File: config.mk
export PLATFORM = sky130hd
export DESIGN_NAME = fix_initiator_dut
export DESIGN_NICKNAME = d
export VERILOG_FILES = /design/src/rtl/fix_initiator_dut.sv
export SDC_FILE = /design/constraint.sdc
export NUM_CORES = 1
export LEC_CHECK = 0
export BUFFER_PORTS_ARGS = -buffer_cell sky130_fd_sc_hd__buf_4
export CAP_MARGIN = 20
export CORE_ASPECT_RATIO = 1.1
export CORE_MARGIN = 1.5
export CORE_UTILIZATION = 55
export DETAILED_ROUTE_END_ITERATION = 8
export PLACE_DENSITY = 0.84
export SLEW_MARGIN = 15
export SYNTH_ARGS = -nofsm -noshare
export SYNTH_HDL_FRONTEND = slang
export SYNTH_SLANG_ARGS = --single-unit
File: constraint.sdc
create_clock -name clk -period 9.17 [get_ports clk]
set_input_delay 2.751 -clock clk [delete_from_list [all_inputs] [get_ports clk]]
set_output_delay 2.751 -clock clk [all_outputs]
set_load 0.02 [all_outputs]
File: src/rtl/fix_initiator_dut.sv
// Minimal FIX-style session initiator: sends Logon on start, parses acceptor messages
// and answers Logon/Heartbeat/TestRequest with Heartbeat and Logout with Logout.
module fix_initiator_dut #(
    parameter int HB_INT = 30
) (
    input  logic       clk,
    input  logic       reset,
    input  logic       enable,
    input  logic       start,
    input  logic       configure,
    input  logic [7:0] din,
    output logic [7:0] dout,
    output logic       valid
);

    typedef enum logic [2:0] {
        IDLE, READY, SEND_LOGON, ACTIVE, SEND_HB, SEND_LO, DONE
    } state_t;

    // Response codes are ordered so that the larger value wins a collision.
    localparam logic [1:0] RSP_NONE = 2'd0;
    localparam logic [1:0] RSP_HB   = 2'd1;
    localparam logic [1:0] RSP_LO   = 2'd2;

    localparam logic [2:0] F_T0   = 3'd0;
    localparam logic [2:0] F_T1   = 3'd1;
    localparam logic [2:0] F_T2   = 3'd2;
    localparam logic [2:0] F_CAP  = 3'd3;
    localparam logic [2:0] F_SKIP = 3'd4;

    localparam logic [7:0] HB_D1 = 8'(48 + HB_INT / 10);
    localparam logic [7:0] HB_D0 = 8'(48 + HB_INT % 10);

    localparam logic [95:0] LOGON_STR = {8'h33, 8'h35, 8'h3D, 8'h41, 8'h7C, 8'h31,
                                         8'h30, 8'h38, 8'h3D, HB_D1, HB_D0, 8'h3B};
    localparam logic [39:0] HB_STR    = {8'h33, 8'h35, 8'h3D, 8'h30, 8'h3B};
    localparam logic [39:0] LO_STR    = {8'h33, 8'h35, 8'h3D, 8'h35, 8'h3B};

    logic [7:0] logon_rom [0:11];
    logic [7:0] hb_rom    [0:4];
    logic [7:0] lo_rom    [0:4];

    genvar gi;
    generate
        for (gi = 0; gi < 12; gi++) begin : g_logon
            assign logon_rom[gi] = LOGON_STR[95 - 8*gi -: 8];
        end
        for (gi = 0; gi < 5; gi++) begin : g_short
            assign hb_rom[gi] = HB_STR[39 - 8*gi -: 8];
            assign lo_rom[gi] = LO_STR[39 - 8*gi -: 8];
        end
    endgenerate

    state_t     state_reg;
    logic [3:0] idx_reg;
    logic [1:0] pending_reg;
    logic [2:0] fpos_reg;
    logic [7:0] msg_type_reg;

    logic       parse_on;
    logic       term;
    logic [1:0] rsp_now;
    logic [1:0] pend_next;
    logic [3:0] cur_len;
    logic [7:0] cur_byte;

    assign parse_on = (state_reg == SEND_LOGON) || (state_reg == ACTIVE) || (state_reg == SEND_HB);
    assign term     = parse_on && enable && (din == 8'h3B);

    always_comb begin
        rsp_now = RSP_NONE;
        if (term) begin
            case (msg_type_reg)
                8'h30, 8'h31, 8'h41: rsp_now = RSP_HB;
                8'h35:               rsp_now = RSP_LO;
                default:             rsp_now = RSP_NONE;
            endcase
        end
        pend_next = (rsp_now > pending_reg) ? rsp_now : pending_reg;
    end

    always_comb begin
        cur_len  = (state_reg == SEND_LOGON) ? 4'd12 : 4'd5;
        cur_byte = 8'h00;
        case (state_reg)
            SEND_LOGON: if (idx_reg < 4'd12) cur_byte = logon_rom[idx_reg];
            SEND_HB:    if (idx_reg < 4'd5)  cur_byte = hb_rom[idx_reg[2:0]];
            SEND_LO:    if (idx_reg < 4'd5)  cur_byte = lo_rom[idx_reg[2:0]];
            default:    cur_byte = 8'h00;
        endcase
    end

    always_ff @(posedge clk) begin
        if (reset) begin
            state_reg    <= IDLE;
            idx_reg      <= 4'd0;
            pending_reg  <= RSP_NONE;
            fpos_reg     <= F_T0;
            msg_type_reg <= 8'h00;
            dout         <= 8'h00;
            valid        <= 1'b0;
        end else begin
            // Field parser: looks for a "35=" field and captures the byte after it.
            if (parse_on && enable) begin
                if (din == 8'h3B) begin
                    fpos_reg     <= F_T0;
                    msg_type_reg <= 8'h00;
                end else if (din == 8'h7C) begin
                    fpos_reg <= F_T0;
                end else begin
                    case (fpos_reg)
                        F_T0:  fpos_reg <= (din == 8'h33) ? F_T1 : F_SKIP;
                        F_T1:  fpos_reg <= (din == 8'h35) ? F_T2 : F_SKIP;
                        F_T2:  fpos_reg <= (din == 8'h3D) ? F_CAP : F_SKIP;
                        F_CAP: begin
                            msg_type_reg <= din;
                            fpos_reg     <= F_SKIP;
                        end
                        default: fpos_reg <= F_SKIP;
                    endcase
                end
            end

            case (state_reg)
                IDLE: begin
                    if (configure) state_reg <= READY;
                end
                READY: begin
                    if (start) begin
                        state_reg <= SEND_LOGON;
                        dout      <= 8'h33;
                        valid     <= 1'b1;
                        idx_reg   <= 4'd1;
                    end
                end
                SEND_LOGON, SEND_HB, SEND_LO: begin
                    if (idx_reg != cur_len) begin
                        dout        <= cur_byte;
                        idx_reg     <= idx_reg + 4'd1;
                        pending_reg <= pend_next;
                    end else if (state_reg != SEND_LO && pend_next != RSP_NONE) begin
                        // Back-to-back: the queued response follows without a gap.
                        state_reg   <= (pend_next == RSP_LO) ? SEND_LO : SEND_HB;
                        dout        <= 8'h33;
                        valid       <= 1'b1;
                        idx_reg     <= 4'd1;
                        pending_reg <= RSP_NONE;
                    end else begin
                        state_reg   <= (state_reg == SEND_LO) ? DONE : ACTIVE;
                        dout        <= 8'h00;
                        valid       <= 1'b0;
                        idx_reg     <= 4'd0;
                        pending_reg <= pend_next;
                    end
                end
                ACTIVE: begin
                    if (pend_next != RSP_NONE) begin
                        state_reg   <= (pend_next == RSP_LO) ? SEND_LO : SEND_HB;
                        dout        <= 8'h33;
                        valid       <= 1'b1;
                        idx_reg     <= 4'd1;
                        pending_reg <= RSP_NONE;
                    end
                end
                default: begin
                    dout  <= 8'h00;
                    valid <= 1'b0;
                end
            endcase
        end
    end

endmodule

==> results by group <==
Synth
  • Ys flop type: dfxtp_1
  • Adder-Cell Fraction of Synth Area: 4.98%
  • Synth top area share: 26.9%
  • Synth area leader: dfxtp_1
  • Post-Synth XOR/XNOR Area: 0%
  • Cells after Synth: 256
  • Mapped Area: 2010 µm²
  • Multiplexer share of the synthesized area: 1.49%
  • Simple-Gate Fraction of Synth Area: 30.0%
  • Syn Nets: 277
  • Sequential share of the synthesized area: 26.9%
  • Unique masters post-synth: 60
  • Complex-gate fraction of the synthesized area: 30.6%
  • Yosys warns: 0
  • Synth area leaders: dfxtp_1, nor2_1, a21oi_1, ha_1, nand2_1
  • Average cell area after synthesis: 7.85 µm²
  • Largest family of logic cells by synthesized area: compound AO/OA/AOI/OAI gates
  • Yosys reg bits: 27
  • Number of synthesized flops with an enable pin: 0
  • Fraction of registers with async set/reset: 0%

Drt
  • Pre-antenna DRT Iters: 4
  • DR WL met2: 2.17 mm
  • Via-to-Cell Ratio: 6.28
  • Vias: 1960
  • Antenna-violating nets left: 0
  • Avg WL per Cell: 15.4 µm
  • First DRT Iteration DRCs: 223
  • M1 WL: 2.26 mm
  • Routed wire length: 4.79 mm
  • DR DRC count: 0
  • Top layer in use: met4
  • WL met3: 321 µm

Setup path
  • WP data arrival: 5610 ps
  • R2r worst-path depth: 10
  • Critical path launch point type: primary input
  • Critical path destination: idx_reg[0]$_SDFFE_PP0P_
  • Crit path cell chain: buf_4, and4bb_2, nand4_1, or4_1, ha_1, nor2_1, o21ai_0, nor4_4, o21ai_2, o211ai_2, o221a_2
  • CP top delay family: simple AND/OR/NAND/NOR gates
  • Number of stages on the worst setup path: 11
  • Type of the worst setup path: primary input to flip-flop
  • Crit path largest cell delay: 590 ps
  • Worst reg2reg path endpoint: idx_reg[0]$_SDFFE_PP0P_
  • Critical Path RT: 9410 ps
  • Slowest cell on crit path: or4_1
  • CP Capture Type: flip-flop
  • Buffers & Inverters on Critical Path: 1
  • Critical Path Start: din[6]
  • Crit-path max FO: 5
  • Reg-to-reg slack, setup: 5180 ps
  • Reg-to-Reg Start: state_reg[1]$_SDFFE_PP0P_

Global route
  • Vias in the first global route: 1753
  • Tot GR Track Use: 26.2%
  • First-pass GRT wire length: 8.14 mm
  • Initial antenna violation count: 0
  • Largest net degree at the start of global routing: 23
  • GRT Residual Overflow: 0

Floorplanning
  • Core ar.: 3410 µm²
  • Initial core utilization: 58.9%
  • Die height: 66.4 µm
  • Die area: 4030 µm²
  • Num ports: 22
  • Num rows: 22
  • Chip width: 60.6 µm

Timing
  • Setup_tns: 0 ps
  • Max Slew Vio Count: 0
  • Worst Tran Pin Value: 714 ps
  • Min cycle time layout: 5370 ps
  • Final hold slack: 497 ps
  • Final hold viol count: 0
  • Post-route clock period utilization: 58.6%
  • Skew final: 2.64 ps
  • Final setup viols: 0
  • RSZ-0062 raised after global routing: false
  • Max Fclk: 0.186 GHz
  • Relative slew slack: 52.3%

Clock network
  • CTS Buffer Depth: 2
  • Number of buffers created by CTS: 3
  • Clock root cell: clkbuf_4
  • Post-CTS Hold Buffers: 0
  • TritonCTS Sinks: 27
  • Clk Latency, worst-skew pair: 330 ps
  • Postcts setup bufs: 0
  • Clock transition at path regs: 140 ps
  • Post-cts gate resize count: 0
  • H-Tree Depth: 1
  • CTS tree: built

Finish
  • Final instance area: 2170 µm²
  • Core Util, Final: 63.7%
  • # diodes: 0
  • Layout cells sized above 1: 14.8%
  • Nets: 286
  • Max reg flops: 8
  • Area grow syn2layout: 8.16%
  • Fillers: 318

Power
  • Pwr Total: 0.223 mW
  • Pwr/cell area: 103 nW/µm²
  • Worst vdd ir: 0.0646 mV
  • Leakage: 0.799 nW

Job
  • Max-cap violations: 0

Hold path
  • Worst min path class: flip-flop to flip-flop

Placement
  • Placed Instance Area: 2150 µm²
  • Port Buffer Count: 20
  • GP Congestion: 0.870
  • Dpl hpwl: 3.49 mm

Outcome
  • Outcome: complete, no violations
==> power by group <==
| part | switching (mW) | internal (mW) | leakage, nW |
|---|---|---|---|
| clock network | 0.0361 | 0.0171 | 0.0150 |
| registers | 0.00719 | 0.120 | 0.219 |
| logic | 0.0237 | 0.0183 | 0.566 |
==> area by class of cell <==
class	instances	area (µm²)	share of cell area (%)
Multi-Input combinational cell	202	1350	62.2
Sequential cell	27	541	24.9
Inverter	10	37.5	1.73
Tap cell	48	60.1	2.76
Timing Repair Buffer	21	158	7.25
Clock buffer	4	26.3	1.21
==> per-layer routing <==
| metal | up-vias | GRT usage, % |
|---|---|---|
| met2 | 63 | 37.6 |
| met5 | - | 0 |
| li1 | 971 | - |
| met1 | 921 | 39.3 |
| met3 | 5 | 4.31 |
| met4 | 0 | 7.88 |
==> worst min-delay path: cells and delay by family (launching register included) <==
family	cells	cell delay, ps
compound gates	2	130
flops	1	340
==> Yosys cell counts, types with 4 or more instances <==
| library cell | count |
|---|---|
| nand2_1 | 23 |
| ha_1 | 8 |
| nor2b_1 | 5 |
| nand2b_1 | 9 |
| dfxtp_1 | 27 |
| inv_1 | 10 |
| a21oi_1 | 21 |
| a22oi_1 | 7 |
| a211oi_1 | 5 |
| buf_2 | 4 |
| a31oi_1 | 5 |
| clkbuf_1 | 10 |
| o21ai_0 | 13 |
| nand3_1 | 5 |
| nor2_1 | 29 |
| nor3_1 | 6 |
==> worst min path at each step <==
stage | from | end | cells past startpoint
floorplan | fpos_reg[2]$_SDFFE_PP0P_ | fpos_reg[2]$_SDFFE_PP0P_ | 2
global placement | fpos_reg[2]$_SDFFE_PP0P_ | fpos_reg[2]$_SDFFE_PP0P_ | 2
detailed placement | dout[0]$_SDFFE_PP0P_ | dout[0]$_SDFFE_PP0P_ | 1
CTS | fpos_reg[2]$_SDFFE_PP0P_ | fpos_reg[2]$_SDFFE_PP0P_ | 2
global route | dout[2]$_SDFFE_PP0P_ | dout[2]$_SDFFE_PP0P_ | 2
finish | fpos_reg[2]$_SDFFE_PP0P_ | fpos_reg[2]$_SDFFE_PP0P_ | 2
==> logic make-up (layout without fill, tap and decap cells) <==
family	after synthesis	after routing
flops	27	27
other cells	1	1
buf+inv	27	35
mux	3	3
fa+ha+maj	8	8
compound gates	86	86
simple gates	104	104
==> layout by cell type (no fill, tap or decap), types with 3 or more instances in the layout <==
cell / netlist / routed
nor2_1: 29 / 29
dfxtp_1: 27 / 27
o21ai_0: 13 / 13
inv_1: 10 / 10
nor2b_1: 5 / 5
nor3_1: 6 / 6
a211oi_1: 5 / 5
o22ai_1: 3 / 3
a31oi_1: 5 / 5
clkbuf_4: 0 / 3
or4_1: 3 / 3
nand2b_1: 9 / 9
o21bai_1: 3 / 3
nand2_1: 23 / 23
a22oi_1: 7 / 7
nand3_1: 5 / 5
a21oi_1: 21 / 21
mux2i_1: 3 / 3
ha_1: 8 / 8
buf_4: 3 / 21
==> metrics by stage <==
stage                     setup WS (ps)  instances
after detailed placement           3450        308
after global placement             3520        308
after global routing               3580        312
after CTS                          3820        312
after floorplan                    3830        256
final                              3800        312
(Power assumes the default switching activity.)
